[config.mk]
export PLATFORM = sky130hd
export DESIGN_NAME = fifo_unpack
export DESIGN_NICKNAME = d
export VERILOG_FILES = /design/src/rtl/fifo_unpack.sv
export SDC_FILE = /design/constraint.sdc
export NUM_CORES = 1
export LEC_CHECK = 0
export ABC_AREA = 1
export BUFFER_PORTS_ARGS = -buffer_cell sky130_fd_sc_hd__buf_4
export CAP_MARGIN = 10
export CORE_MARGIN = 3
export CORE_UTILIZATION = 55
export DETAILED_ROUTE_END_ITERATION = 8
export MAX_ROUTING_LAYER = met4
export PLACE_DENSITY = 0.89
export RECOVER_POWER = 100
export SLEW_MARGIN = 20
export SYNTH_ARGS = -nofsm -noshare
export SYNTH_HDL_FRONTEND = slang
export SYNTH_SLANG_ARGS = --single-unit
[constraint.sdc]
create_clock -name CLK -period 4.7 [get_ports CLK]
set_input_delay 0.47 -clock CLK [delete_from_list [all_inputs] [get_ports CLK]]
set_output_delay 0.47 -clock CLK [all_outputs]
set_load 0.01 [all_outputs]
[src/rtl/fifo_unpack.sv]
// fifo_unpack: pops 36-bit FWFT words and streams the unmasked
// bytes lowest-first on an 8-bit valid/ready port, in bursts.
module fifo_unpack #(
  parameter int TIMEOUT = 1024,
  parameter int CNT_W   = 16
) (
  input  logic             CLK,
  input  logic             RST_N,
  input  logic [35:0]      FIFO_DO,
  input  logic             FIFO_EMPTY,
  input  logic             FIFO_ALMOSTEMPTY,
  output logic             FIFO_RDEN,
  input  logic             FLUSH,
  output logic [7:0]       BYTE,
  output logic             BYTE_VALID,
  input  logic             BYTE_READY,
  output logic             BUSY,
  output logic [CNT_W-1:0] WORDS
);

  typedef enum logic {
    IDLE  = 1'b0,
    DRAIN = 1'b1
  } state_t;

  localparam logic [15:0] TO_LAST = 16'(TIMEOUT - 1);

  state_t           state_q, state_d;
  logic [15:0]      tmo_q, tmo_d;
  logic [31:0]      data_q, data_d;
  logic [3:0]       mask_q, mask_d;
  logic [7:0]       byte_q, byte_d;
  logic             valid_q, valid_d;
  logic [CNT_W-1:0] words_q, words_d;

  logic       draining;
  logic       accept;
  logic       xfer;
  logic       hold_free;
  logic       pop;
  logic [3:0] mask_rest;
  logic [1:0] sel;
  logic [7:0] sel_byte;

  // Holding mask tracks bytes not yet moved to the output register,
  // so a pop can overlap the move of the last byte (no bubble).
  assign draining  = (state_q == DRAIN);
  assign accept    = valid_q & BYTE_READY;
  assign mask_rest = mask_q & (mask_q - 4'd1);
  assign xfer      = draining & (|mask_q) & (~valid_q | BYTE_READY);
  assign hold_free = (mask_q == 4'd0) | (xfer & (mask_rest == 4'd0));
  assign pop       = draining & ~FIFO_EMPTY & hold_free;

  // Pick the lowest still-pending byte of the held word.
  always_comb begin
    if (mask_q[0])      sel = 2'd0;
    else if (mask_q[1]) sel = 2'd1;
    else if (mask_q[2]) sel = 2'd2;
    else                sel = 2'd3;
  end

  assign sel_byte = data_q[{sel, 3'b000} +: 8];

  // Next-state: byte handoff, word load, burst gating.
  always_comb begin
    state_d = state_q;
    tmo_d   = tmo_q;
    data_d  = data_q;
    mask_d  = mask_q;
    byte_d  = byte_q;
    valid_d = valid_q;
    words_d = words_q;
    if (accept) valid_d = 1'b0;
    if (xfer) begin
      valid_d = 1'b1;
      byte_d  = sel_byte;
      mask_d  = mask_rest;
    end
    if (pop) begin
      data_d  = FIFO_DO[31:0];
      mask_d  = FIFO_DO[35:32];
      words_d = words_q + CNT_W'(1);
    end
    unique case (state_q)
      IDLE: begin
        if (FIFO_EMPTY) begin
          tmo_d = 16'd0;
        end else if (!FIFO_ALMOSTEMPTY || FLUSH ||
                     tmo_q == TO_LAST) begin
          state_d = DRAIN;
          tmo_d   = 16'd0;
        end else begin
          tmo_d = tmo_q + 16'd1;
        end
      end
      DRAIN: begin
        if (mask_q == 4'd0 && (!valid_q || BYTE_READY) &&
            FIFO_EMPTY) begin
          state_d = IDLE;
          tmo_d   = 16'd0;
        end
      end
    endcase
  end

  // State and output registers; reset drops any partial word.
  always_ff @(posedge CLK or negedge RST_N) begin
    if (!RST_N) begin
      state_q <= IDLE;
      tmo_q   <= 16'd0;
      data_q  <= 32'd0;
      mask_q  <= 4'd0;
      byte_q  <= 8'd0;
      valid_q <= 1'b0;
      words_q <= '0;
    end else begin
      state_q <= state_d;
      tmo_q   <= tmo_d;
      data_q  <= data_d;
      mask_q  <= mask_d;
      byte_q  <= byte_d;
      valid_q <= valid_d;
      words_q <= words_d;
    end
  end

  assign FIFO_RDEN  = pop;
  assign BYTE       = byte_q;
  assign BYTE_VALID = valid_q;
  assign BUSY       = draining;
  assign WORDS      = words_q;

endmodule
======== After elaboration in Yosys (flattened, before gate mapping) ========
Cells that the tools add are included.
word-level totals
  output and inout bits ................... 27
  logic and storage cells ................. 52
  register bits ........................... 78
cells by class
  equality and inequality tests ........... 2
  reductions and logical operators ........ 12
  bitwise logic cells ..................... 12
  $add $sub $neg .......................... 3
  mux-type cells .......................... 15
  shift operators ......................... 1
operators with widths
  operator                 number
  $mux W16                 3
  $add A16 B1 Y16 const B  2
  $pmux W16 S2             1
  $shiftx A32 B6 Y8        1
  $eq A16 B10 Y1 const B   1
  $logic_not A4 Y1         2
  $mux W4                  2
  $and A1 B1 Y1            6
  $mux W1                  6
  $and A4 B4 Y4            1
  $mux W2                  2
  $reduce_bool A2 Y1       2
  $reduce_or A4 Y1         1
  $sub A4 B1 Y4 const B    1
  $logic_or A1 B1 Y1       3
  $not A1 Y1               3
  $logic_and A1 B1 Y1      2
  $logic_not A1 Y1         2
  $ne A2 B1 Y1 const B     1
  $or A1 B1 Y1             2
  $pmux W1 S2              1

======== Longest topological paths before layout ========
Gate-level depths: netlist (run 1).
  word-level depth ........................ 7
  depth in mapped cells ................... 12

======== Least setup slack after synthesis (run 1) ========
No wires, ideal clock.
  path type ............................... reg-to-output
  start point ............................. register mask_q[0]
  end point ............................... output port FIFO_RDEN
  stages on the path, launching flop included .. 9
  arrival ................................. 1310 ps
  path buffers ............................ 1
  path slack .............................. 2920 ps
  path through ............................ dfrtp_1 -> nor2_4 -> a21oi_1 -> nor2_1 -> nand2_2 -> nand2_4 -> nand2_4 -> inv_6 -> buf_6
between the ends
  longest elaborated chain between the ends .. 6
ends and longest elaborated chain
  what                                               line    RTL
  from (decl)                                        31      logic [3:0] mask_q, mask_d;
  from (signal assigned)                             120     mask_q <= mask_d;
  $sub A4 B1 Y4 or $reduce_or A4 Y1 (tied branches)  49, 50
  $and A4 B4 Y4 or $and A1 B1 Y1 (tied branches)     49, 50
  $logic_not A4 Y1 or $and A1 B1 Y1 (tied branches)  51, 50
  $and A1 B1 Y1                                      51      assign hold_free = (mask_q == 4'd0) | (xfer & (mask_rest == 4'd0));
  $or A1 B1 Y1 *                                     51
  $and A1 B1 Y1 *                                    52      assign pop = draining & ~FIFO_EMPTY & hold_free;
  to (decl)                                          12      output logic FIFO_RDEN,
Mark *: on every way between the ends. The rest lies on a longest branch, timed or not.

======== Final worst setup path (run 1) ========
Ends and elaborated chain as after synthesis.

==> metrics.md, run 1 <==
| Metric | Value |
|---|---|
| Synth area leaders | `dfrtp_1, nand2_1, inv_1, nor2_1, nand3_1` |
| Total Wirelength | `9080 um` |
| CP Capture Type | `primary output` |
| Cells after Synth | `548` |
| Clock sink count | `78` |
| Largest net degree at the start of global routing | `79` |
| Area Overhead vs Synth | `15.4%` |
| Syn avg cell area | `7.41 um^2` |
| Logic pwr share | `0.392` |
| Worst clock skew | `0.00748 ns` |
| Drc violations | `0` |
| Post-synthesis xor/xnor area fraction | `0.0367` |
| First-pass GRT wire length | `15300 um` |
| Status | `finished with violations` |
| Synthesized flop and latch total | `78` |
| Critical path startpoint category | `register` |
| Global-route usage over all layers | `0.228` |
| Seq/Total Area, Yosys | `0.481` |
| Design Power | `2.59 mW` |
| Combinational family with the most area after synthesis | `simple AND/OR/NAND/NOR gates` |
| Antenna-violating nets left | `0` |
| Reg power frac | `0.400` |
| WL per Instance | `12.7 um` |
| Worst Setup Slack, final | `1.14 ns` |
| CTS root buf | `clkbuf_8` |
| Resized cells post-CTS | `0` |
| Vias in the first global route | `3436` |
| Post-route design area | `4680 um^2` |
| Synth warn | `0` |
| Cell row count | `30` |
| Vias | `3635` |
| Capturing point of the worst reg2reg path | `data_q[16]$_DFFE_PN0P_` |
| IO Pins | `69` |
| Switch share | `0.416` |
| Maxcap violations | `1` |
| WHS Path Cells | `3` |
| Final Setup Violations | `0` |
| Initial antenna violation count | `0` |
| Vias per cell | `5.09` |
| Pleak | `2.46 nW` |
| Period utilization | `0.757` |
| HP Class | `in -> reg` |
| Synth cell types | `26` |
| Clk pwr share | `0.209` |
| Placed cell area | `4600 um^2` |
| Post-CTS Setup Bufs | `0` |
| Worst reg2reg setup slack | `1.86 ns` |
| RR Startpoint | `mask_q[0]$_DFFE_PN0P_` |
| Syn Std Cell Area | `4060 um^2` |
| Drt first pass iters | `5` |
| Storage element area | `1950 um^2` |
| Area leader, netlist | `dfrtp_1` |
| Compound-Gate Fraction of Synth Area | `0.0573` |
| Slew @ Worst Pin | `1.87 ns` |
| Worst R2R Path Depth | `10` |
| Post-synth top area share | `0.481` |
| Area of the multi-input gates | `1770 um^2` |
| Remaining Overflow, GRT | `0` |
| Synth Net Count | `592` |
| PwrDens | `554 nW/um^2` |
| Number of buffers added on ports | `68` |
| Simple-gate portion of the synthesized area | `0.342` |
| Nets@finish | `657` |
| WP data required | `4.23 ns` |
| Max-slew violation count | `79` |
| RSZ-0062 raised after global routing | `no` |
| Ant. Diodes | `0` |
| CP max stage cell | `nor2_1` |
| Clock latency on the worst-skew pair | `0.34 ns` |
| Setup CP Type | `reg -> out` |
| DP HPWL | `6480 um` |
| Fmax | `281 MHz` |
| Failing checks | `max-capacitance violations, max-slew violations` |
| DIE AREA | `8450 um^2` |
| Die W | `91.9 um` |
| Die Y | `91.9 um` |
| CTS tree | `yes` |
| CTS HTree Levels | `3` |
| Pre-CTS setup slack | `2.07 ns` |
| Num CTS Buffers | `9` |
| Max IR drop VDD | `0.000272 V` |
| Starting density of the core | `0.581` |
| Power Internal | `1.52 mW` |
| P_sw | `1.08 mW` |
| Fillers | `615` |
| Worst EP arrival | `3.09 ns` |
| Clock transition at path regs | `0.08 ns` |
| Iter 0 DRT Violations | `257` |
| Routability Congestion | `0.860` |
| Fraction of the mapped netlist area in adder cells | `0.00617` |
| Post-cts hold buffer count | `0` |
| Post-synthesis mux area share | `0` |
| Fin. Hold Viols | `0` |
| Core outline area | `6980 um^2` |
| Tmin final | `3.56 ns` |
| Placed insts | `698` |
| Max incr delay on CP | `0.82 ns` |
| Hold_sp | `FIFO_DO[27]` |
| Setup_tns | `0 ns` |
| Worst slew margin | `-0.246` |
| Post-route insts no fill | `714` |
| CTS Buffer Depth | `2` |
| Crit path max fanout | `52` |
| CP Cell Sequence | `nor2_1, a21oi_1, nor2_1, nand2_1, nand2_1, nand2_4, inv_6, clkbuf_1` |
| Layout cells sized above 1 | `0.104` |
| WHS Endpoint | `data_q[27]$_DFFE_PN0P_` |
[worst max path at each step]
stage,end,start,cells after the start
floorplan,FIFO_RDEN,mask_q[0]$_DFFE_PN0P_,8
global placement,FIFO_RDEN,mask_q[0]$_DFFE_PN0P_,8
detailed placement,FIFO_RDEN,mask_q[0]$_DFFE_PN0P_,8
CTS,FIFO_RDEN,mask_q[0]$_DFFE_PN0P_,8
global route,FIFO_RDEN,mask_q[0]$_DFFE_PN0P_,8
finish,FIFO_RDEN,mask_q[0]$_DFFE_PN0P_,8
[area by class of cell]
class	instances	area share
Clock buffer	10	0.0273
Tap cell	96	0.0257
Inverter	55	0.0452
Sequential cell	78	0.417
Timing Repair Buffer	69	0.0885
Multi-Input combinational cell	400	0.378
Clock inverter	6	0.0184
[per-layer routing]
layer | up-vias | wire length (um) | track usage
met3 | 14 | 589 | 0.0550
li1 | 1822 | - | -
met2 | 117 | 4350 | 0.354
met4 | 0 | 76 | 0.0582
met5 | - | 0 | -
met1 | 1682 | 4070 | 0.305
[placed cells by master (no fill, tap or decap), types with 2 or more instances in the layout]
cell type,Yosys,routed
a21oi_1,5,5
a31oi_1,3,3
buf_4,1,41
bufinv_16,0,2
clkbuf_1,2,28
clkbuf_8,0,9
clkinv_2,0,2
dfrtp_1,78,78
ha_1,2,2
inv_1,53,53
nand2_1,252,255
nand2_4,4,2
nand3_1,25,25
nand4_1,6,6
nor2_1,45,46
nor2_4,4,3
nor3_1,3,3
o211ai_1,8,8
o21ai_0,20,23
xnor2_1,10,10
xor2_1,7,7
[worst max-delay path, delay by kind of cell (launching register included)]
kind                   cells  cell delay [ns]
flip-flops                 1             0.43
AO/OA/AOI/OAI              1             0.20
AND/OR/NAND/NOR            5             1.51
buffers and inverters      2             0.60
[kinds of logic (layout without fill, tap and decap cells)]
family / count (synthesis) / after routing
and+or+nand+nor: 340 / 340
DFF: 78 / 78
buffers and inverters: 70 / 140
AOI/OAI and AO/OA: 41 / 41
xor gates and xnor gates: 17 / 17
adders and majority gates: 2 / 2
[power by group through the flow]
| stage | Clock [mW] | Sequential, mW | Combinational, mW |
|---|---|---|---|
| after floorplan | 0 | 1.04 | 0.795 |
| after global placement | 0 | 1.04 | 1.04 |
| after detailed placement | 0 | 1.05 | 1.09 |
| after CTS | 0.552 | 1.04 | 1.10 |
| after global routing | 0.586 | 1.06 | 1.17 |
| final | 0.542 | 1.04 | 1.02 |
[state kept, by name, summed over array words and instances (netlist names)]
register,count
BUSY,1
BYTE,8
BYTE_VALID,1
WORDS,16
data_q,32
mask_q,4
tmo_q,16
[cell usage after synthesis (all sizes together)]
cell,instances
a21o,1
a21oi,5
a31oi,3
buf,13
clkbuf,2
dfrtp,78
ha,2
inv,55
nand2,257
nand3,25
nand4,6
nor2,49
nor3,3
o211ai,8
o21ai,23
o22ai,1
xnor2,10
xor2,7
[stage by stage]
stage          hold WS, ns  utilization
2_1_floorplan        0.174            -
3_3_place_gp         0.458        0.658
3_5_place_dp         0.463        0.658
4_1_cts              0.311        0.689
5_1_grt              0.318        0.671
6_report             0.322        0.671
Power figures use the tool's default switching activity.
==> run 2, diff against run 1 <==
--- a/config.mk
+++ b/config.mk
@@ -5,14 +5,14 @@
 export SDC_FILE = /design/constraint.sdc
 export NUM_CORES = 1
 export LEC_CHECK = 0
-export ABC_AREA = 1
+export ABC_AREA = 0
 export BUFFER_PORTS_ARGS = -buffer_cell sky130_fd_sc_hd__buf_4
 export CAP_MARGIN = 10
 export CORE_MARGIN = 3
 export CORE_UTILIZATION = 55
 export DETAILED_ROUTE_END_ITERATION = 8
 export MAX_ROUTING_LAYER = met4
-export PLACE_DENSITY = 0.89
+export PLACE_DENSITY = 0.9
 export RECOVER_POWER = 100
 export SLEW_MARGIN = 20
 export SYNTH_ARGS = -nofsm -noshare
==> constraint.sdc (replaced) <==
create_clock -name CLK -period 3.5 [get_ports CLK]
set_input_delay 0.35 -clock CLK [delete_from_list [all_inputs] [get_ports CLK]]
set_output_delay 0.35 -clock CLK [all_outputs]
set_load 0.01 [all_outputs]
==> run 2 against run 1 <==
The run still ends with max-capacitance violations, max-slew violations left. Worst setup slack got worse by 0.85 ns. Utilization rose by 3.3 points. Cell count fell by 25%. Sequential share of layout area rose by 3.6 points. Largest power group unchanged. Hold slack got worse by 0.14 ns. Clock skew rose by 0.0057 ns. Final area fell by 7.9%.
==> metrics.md, run 2 <==
| Metric | Value |
|---|---|
| Status | `finished with violations` |
| Failing checks | `max-capacitance violations, max-slew violations` |
| Nets@finish | `500 (-24%)` |
| Max IR drop VDD | `0.000473 V (+74%)` |
| Global-route usage over all layers | `0.251 (+0.0226)` |
| Tmin final | `3.21 ns` |
| CTS Buffer Depth | `2 (unchanged)` |
| Area Overhead vs Synth | `19.1%` |
| Hold slack | `0.183 ns (-0.139 ns)` |
| Synth cell types | `47 (+81%)` |
| Cell row count | `28 (-6.7%)` |
| Pleak | `2.10 nW (-15%)` |
| Simple-gate portion of the synthesized area | `0.244 (-0.0984)` |
| Num CTS Buffers | `9 (unchanged)` |
| Resized cells post-CTS | `0 (unchanged)` |
| WL per Instance | `16.4 um (+29%)` |
| Starting density of the core | `0.591 (+0.00966)` |
| Synth area leaders | `dfrtp_1, nand2_1, mux2i_1, o21ai_0, xnor2_1` |
| Compound-Gate Fraction of Synth Area | `0.0946 (+0.0373)` |
| DP HPWL | `5810 um (-10%)` |
| CP Cell Sequence | `maj3_2, o22a_1, or4_4, inv_2, clkbuf_1` |
| Post-synth top area share | `0.539 (+0.0578)` |
| Post-synthesis mux area share | `0.0442 (+0.0442)` |
| Synthesized flop and latch total | `78 (unchanged)` |
| Maxcap violations | `1 (unchanged)` |
| Clock latency on the worst-skew pair | `0.35 ns (about the same)` |
| Syn avg cell area | `9.27 um^2 (+25%)` |
| Antenna-violating nets left | `0 (unchanged)` |
| Area leader, netlist | `dfrtp_1` |
| Routability Congestion | `0.868 (+1.0%)` |
| Layout cells sized above 1 | `0.139 (+0.0353)` |
| Post-synth top cells | `nand2_1, dfrtp_1, o21ai_0, mux2i_1, nand3_1` |
| Combinational family with the most area after synthesis | `simple AND/OR/NAND/NOR gates` |
| CTS root buf | `clkbuf_8` |
| Synth warn | `0 (unchanged)` |
| Vias per cell | `5.76 (+13%)` |
| Setup_tns | `0 ns (unchanged)` |
| First-pass GRT wire length | `14300 um (-6.6%)` |
| Die Y | `87.2 um (-5.2%)` |
| Commonest non-fill, non-tap cell in the layout | `nand2_1` |
| PwrDens | `784 nW/um^2 (+42%)` |
| CTS HTree Levels | `3 (unchanged)` |
| Power Internal | `2.14 mW (+41%)` |
| Clock transition at path regs | `0.09 ns (about the same)` |
| DIE AREA | `7600 um^2 (-10%)` |
| Largest net degree at the start of global routing | `79 (unchanged)` |
| Biggest register | `data_q` |
| Worst reg2reg setup slack | `0.44 ns (-1.42 ns)` |
| WP buf/inv | `2 (unchanged)` |
| Die W | `87.2 um (-5.2%)` |
| CP Capture Type | `primary output` |
| Ys flop type | `dfrtp_1` |
| Clk pwr share | `0.266 (+0.057)` |
| Slew @ Worst Pin | `1.91 ns (+0.0366 ns)` |
| Worst slew margin | `-0.270 (-0.0244)` |
| Max-slew violation count | `79 (unchanged)` |
| Fmax | `312 MHz` |
| CTS tree | `yes` |
| Seq/Total Area, Yosys | `0.539 (+0.0578)` |
| Drt first pass iters | `5 (unchanged)` |
| Period utilization | `0.916` |
| Worst EP arrival | `2.86 ns (-0.23 ns)` |
| Total Wirelength | `8810 um (-3.0%)` |
| Number of flip-flops in the largest register | `32 (unchanged)` |
| Post-cts hold buffer count | `0 (unchanged)` |
| Remaining Overflow, GRT | `0 (unchanged)` |
| WP data required | `3.15 ns (-1.08 ns)` |
| Post-synthesis xor/xnor area fraction | `0.0387 (+0.00199)` |
| Post-synth EDFFs | `0 (unchanged)` |
| RSZ-0062 raised after global routing | `no` |
| Reg power frac | `0.428 (+0.028)` |
| Vias in the first global route | `3070 (-11%)` |
| Commonest cells after routing, fill and taps aside | `nand2_1, dfrtp_1, buf_4, clkbuf_1, o21ai_0` |
| HP Class | `in -> reg` |
| Number of buffers added on ports | `68 (unchanged)` |
| CP max stage cell | `or4_4` |
| Critical path's top delay family | `simple AND/OR/NAND/NOR gates` |
| Synth Net Count | `435 (-27%)` |
| Iter 0 DRT Violations | `315 (+23%)` |
| Post-synth ARST share | `1.00 (unchanged)` |
| Max incr delay on CP | `0.72 ns (-0.10 ns)` |
| Fin. Hold Viols | `0 (unchanged)` |
| Initial antenna violation count | `0 (unchanged)` |
| Clock sink count | `78 (unchanged)` |
| P_sw | `1.24 mW (+15%)` |
| Syn Std Cell Area | `3620 um^2 (-11%)` |
| Crit path max fanout | `39 (-25%)` |
| Final Setup Violations | `0 (unchanged)` |
| Switch share | `0.367 (-0.0493)` |
| Setup CP Type | `reg -> out` |
| Drc violations | `0 (unchanged)` |
| Cells after Synth | `391 (-29%)` |
| IO Pins | `69 (unchanged)` |
| Fraction of the mapped netlist area in adder cells | `0.0100 (+0.00385)` |
| Vias | `3085 (-15%)` |
| Core outline area | `6130 um^2 (-12%)` |
| Worst clock skew | `0.0131 ns (+0.00567 ns)` |
| Post-CTS Setup Bufs | `0 (unchanged)` |
| Ant. Diodes | `0 (unchanged)` |
| Critical path startpoint category | `register` |
| Logic pwr share | `0.306 (-0.086)` |
| Most common cell in the synthesized netlist | `nand2_1` |
-- run 2: changes by cell type in the layout (fill, tap and decap cells not counted), moves of 5 or more --
cell | before | now
nand3_1 | 25 | 15
a31oi_1 | 3 | 8
inv_1 | 53 | 7
o211ai_1 | 8 | 2
nand2_1 | 255 | 136
nor3_1 | 3 | 11
nor2_1 | 46 | 5
mux2i_1 | 0 | 16
-- run 2: path summary, 6_finish.rpt --
check,start,end,cells past startpoint
max,mask_q[1]$_DFFE_PN0P_,FIFO_RDEN,5
min,FIFO_DO[7],data_q[7]$_DFFE_PN0P_,3
max reg2reg,mask_q[1]$_DFFE_PN0P_,data_q[16]$_DFFE_PN0P_,7
min reg2reg,WORDS[15]$_DFFE_PN0P_,WORDS[15]$_DFFE_PN0P_,1
max in group asynchronous,RST_N,WORDS[9]$_DFFE_PN0P_,1
min in group asynchronous,RST_N,tmo_q[0]$_DFFE_PN0P_,1
-- run 2: layout make-up --
| class | instances | area (um^2) |
|---|---|---|
| flip-flops and latches | 78 | 1950 |
| fillers | 463 | 1820 |
| multi-input cells | 289 | 1550 |
| repair buffers | 70 | 415 |
| clock buffers | 10 | 138 |
| clock inverters | 6 | 133 |
| well taps | 75 | 93.8 |
| inverters | 8 | 30.0 |
-- run 2: per-stage QoR --
stage | utilization | total power, mW | area, um^2 | setup WS, ns | std cells
4_1_cts | 0.724 | 3.46 | 4440 | 0.321 | 536
6_report | 0.704 | 3.38 | 4310 | 0.294 | 536
2_1_floorplan | - | 2.16 | 3620 | 1.45 | 391
5_1_grt | 0.704 | 3.60 | 4310 | 0.103 | 536
3_5_place_dp | 0.680 | 2.54 | 4170 | 0.705 | 520
3_3_place_gp | 0.680 | 2.47 | 4170 | 0.747 | 520
-- run 2: cell families after synthesis --
family,after synthesis
AO/OA/AOI/OAI,57
XOR/XNOR,16
buffers and inverters,24
flip-flops,78
adder cells (fa/ha/maj),3
multiplexers,16
AND/OR/NAND/NOR,197
-- run 2: power groups by stage --
stage	sequential, mW	clock, mW	combinational, mW
finish	1.45	0.899	1.04
global route	1.49	0.933	1.18
CTS	1.45	0.902	1.11
detailed placement	1.46	0	1.08
global placement	1.44	0	1.04
floorplan	1.40	0	0.759
-- run 2: per-layer routing --
layer / vias to the layer above / track usage / part of all wire
li1: 1461 / - / -
met1: 1478 / 0.312 / 0.41
met2: 124 / 0.400 / 0.50
met3: 22 / 0.0416 / 0.063
met4: 0 / 0.123 / 0.026
met5: - / - / 0
-- run 2: worst register-to-register path, stage by stage, from the launching register on --
cell,delay (ns)
dfrtp_1,0.62
maj3_2,0.41
o22a_1,0.23
or4_4,0.72
inv_2,0.31
clkbuf_2,0.48
nand2_1,0.14
nand2_1,0.09
==> run 3, diff against run 2 <==
--- a/config.mk
+++ b/config.mk
@@ -8,11 +8,13 @@
 export ABC_AREA = 0
 export BUFFER_PORTS_ARGS = -buffer_cell sky130_fd_sc_hd__buf_4
 export CAP_MARGIN = 10
+export CELL_PAD_IN_SITES_DETAIL_PLACEMENT = 0
+export CELL_PAD_IN_SITES_GLOBAL_PLACEMENT = 2
 export CORE_MARGIN = 3
-export CORE_UTILIZATION = 55
+export CORE_UTILIZATION = 33
 export DETAILED_ROUTE_END_ITERATION = 8
 export MAX_ROUTING_LAYER = met4
-export PLACE_DENSITY = 0.9
+export PLACE_DENSITY = 0.89
 export RECOVER_POWER = 100
 export SLEW_MARGIN = 20
 export SYNTH_ARGS = -nofsm -noshare
==> run 3 against run 2 <==
The flow still finishes with violations (max-capacitance violations, max-slew violations). Die area up 62%. Highest routed layer unchanged. Clock power down 31%. Utilization down 29 points. Sequential power hardly changed. Largest power group unchanged. Combinational power is essentially flat. Maximum frequency is 7.0% higher. Sequential share of layout area down 0.20 points. Worst setup slack gained 0.21 ns. Critical endpoint unchanged.
==> metrics.md, run 3 (synthesis gave the netlist of run 2 again) <==
| Metric | Value |
|---|---|
| Status | `finished with violations` |
| Failing checks | `max-capacitance violations, max-slew violations` |
| Global-route usage over all layers | `0.147 (-0.104)` |
| Total Wirelength | `8550 um (-3.0%)` |
| Clock latency on the worst-skew pair | `0.35 ns (about the same)` |
| Pleak | `2.07 nW (-1.5%)` |
| Core outline area | `10500 um^2 (+71%)` |
| Max-slew violation count | `35 (-56%)` |
| Maxcap violations | `1 (unchanged)` |
| First-pass GRT wire length | `14300 um (-0.19%)` |
| Final Setup Violations | `0 (unchanged)` |
| IO Pins | `69 (unchanged)` |
| Nets@finish | `503 (+0.60%)` |
| Biggest register | `data_q` |
| CTS tree | `yes` |
| Critical path startpoint category | `register` |
| Post-route insts no fill | `600 (+12%)` |
| Drt first pass iters | `4 (-1)` |
| Placed insts | `582 (+12%)` |
| DP HPWL | `6030 um (+3.7%)` |
| Initial antenna violation count | `0 (unchanged)` |
| WHS Path Cells | `3 (unchanged)` |
| Worst R2R Path Depth | `6 (-1)` |
| CP max stage cell | `dfrtp_1` |
| Area Overhead vs Synth | `19.6%` |
| Worst Setup Slack, final | `0.503 ns (+0.209 ns)` |
| Tmin final | `3.00 ns (-0.209 ns)` |
| Iter 0 DRT Violations | `153 (-51%)` |
| RSZ-0062 raised after global routing | `no` |
| Fmax | `334 MHz (+7.0%)` |
| Crit path from | `mask_q[1]$_DFFE_PN0P_` |
| Die W | `111 um (+27%)` |
| Ant. Diodes | `0 (unchanged)` |
| Slew @ Worst Pin | `1.93 ns (+0.0233 ns)` |
| Starting density of the core | `0.345 (-0.246)` |
| Max IR drop VDD | `0.000213 V (-55%)` |
| Remaining Overflow, GRT | `0 (unchanged)` |
| Critical path's top delay family | `flip-flops` |
| Drc violations | `0 (unchanged)` |
| Clock transition at path regs | `0.09 ns (about the same)` |
| Period utilization | `0.856 (-0.0597)` |
| Commonest cells after routing, fill and taps aside | `nand2_1, dfrtp_1, buf_4, clkbuf_1, o21ai_0` |
| Capturing point of the worst reg2reg path | `WORDS[12]$_DFFE_PN0P_` |
| Hold_sp | `FIFO_DO[7]` |
| Fin. Hold Viols | `0 (unchanged)` |
| CP Capture Type | `primary output` |
| Worst EP arrival | `2.65 ns (-0.21 ns)` |
| DIE AREA | `12300 um^2 (+62%)` |
| Vias per cell | `4.81 (-16%)` |
| Setup_tns | `0 ns (unchanged)` |
| RR Startpoint | `mask_q[1]$_DFFE_PN0P_` |
| Number of buffers added on ports | `68 (unchanged)` |
| Worst clock skew | `0.0119 ns (-0.00121 ns)` |
| CP Cell Sequence | `maj3_1, o22a_1, or4_1, inv_2, clkbuf_1` |
| PwrDens | `710 nW/um^2 (-9.5%)` |
| Setup CP Type | `reg -> out` |
| CTS Buffer Depth | `2 (unchanged)` |
| Crit path max fanout | `23 (-41%)` |
| Max incr delay on CP | `0.63 ns (-0.09 ns)` |
| WHS Endpoint | `data_q[7]$_DFFE_PN0P_` |
| WP buf/inv | `2 (unchanged)` |
| Cell row count | `37 (+32%)` |
| Pre-CTS setup slack | `0.890 ns (+0.186 ns)` |
| Layout cells sized above 1 | `0.136 (-0.00305)` |
| Worst slew margin | `-0.286 (-0.0156)` |
| WL per Instance | `14.2 um (-13%)` |
| Die Y | `111 um (+27%)` |
| Num CTS Buffers | `9 (unchanged)` |
| Post-CTS Setup Bufs | `0 (unchanged)` |
| Post-layout util | `0.412 (-0.291)` |
| Clock sink count | `78 (unchanged)` |
| Largest net degree at the start of global routing | `79 (unchanged)` |
| Vias | `2886 (-6.5%)` |
| Worst reg2reg setup slack | `0.53 ns (+0.09 ns)` |
| Antenna-violating nets left | `0 (unchanged)` |
| Routability Congestion | `0.755 (-13%)` |
| Commonest non-fill, non-tap cell in the layout | `nand2_1` |
| WP data required | `3.15 ns (about the same)` |
| HP Class | `in -> reg` |
| Vias in the first global route | `2719 (-11%)` |
| Number of flip-flops in the largest register | `32 (unchanged)` |
| CTS root buf | `clkbuf_8` |
| CTS HTree Levels | `3 (unchanged)` |
[run 3: final cells by class]
type	count	area [um^2]
flip-flops and latches	78	1950
well taps	136	170
inverters	8	30.0
multi-input cells	289	1550
repair buffers	73	449
clock inverters	6	46.3
clock buffers	10	138
fillers	1105	6180
[run 3: worst max path at each step]
stage                     slack, ns               endpoint  cells after the start
final                          0.50              FIFO_RDEN                      5
after detailed placement       0.89  mask_q[0]$_DFFE_PN0P_                      7
after floorplan                1.45              FIFO_RDEN                      5
after global placement         0.92  mask_q[0]$_DFFE_PN0P_                      7
after global routing           0.28  WORDS[14]$_DFFE_PN0P_                      6
after CTS                      0.56              FIFO_RDEN                      5
[run 3: repair_timing]
| item | in CTS | in global routing |
|---|---|---|
| endpoints found under the hold margin | 0 | 34 |
| setup endpoints to repair | 0 | 0 |
| hold buffers | 0 | 1 |
| gates resized for setup | 0 | 0 |
[run 3: through the flow]
stage	power (mW)	instance area, um^2	hold WS (ns)
final	3.08	4330	0.181
after global placement	2.54	4250	0.457
after floorplan	2.16	3620	0.0544
after CTS	3.20	4440	0.160
after detailed placement	2.57	4250	0.462
after global routing	3.37	4330	0.156
[run 3: worst reg2reg max path, delay by kind of cell (launching register included)]
| family | cells | cell delay, ns |
|---|---|---|
| AO/OA/AOI/OAI | 1 | 0.24 |
| XOR/XNOR | 1 | 0.18 |
| adder cells (fa/ha/maj) | 1 | 0.46 |
| buffers and inverters | 1 | 0.50 |
| flip-flops | 1 | 0.63 |
| AND/OR/NAND/NOR | 2 | 0.89 |
[run 3: report_power, final]
part / switching (mW) / internal, mW / leakage, nW
Sequential: 0.250 / 1.19 / 0.993
Combinational: 0.630 / 0.387 / 0.990
Clock: 0.342 / 0.280 / 0.0889
[run 3: per-layer routing]
layer,vias to the layer above,global-route usage,wire [um]
li1,1471,-,-
met1,1345,0.217,4460
met2,62,0.204,3700
met3,8,0.0284,283
met4,0,0.0443,109
met5,-,-,0
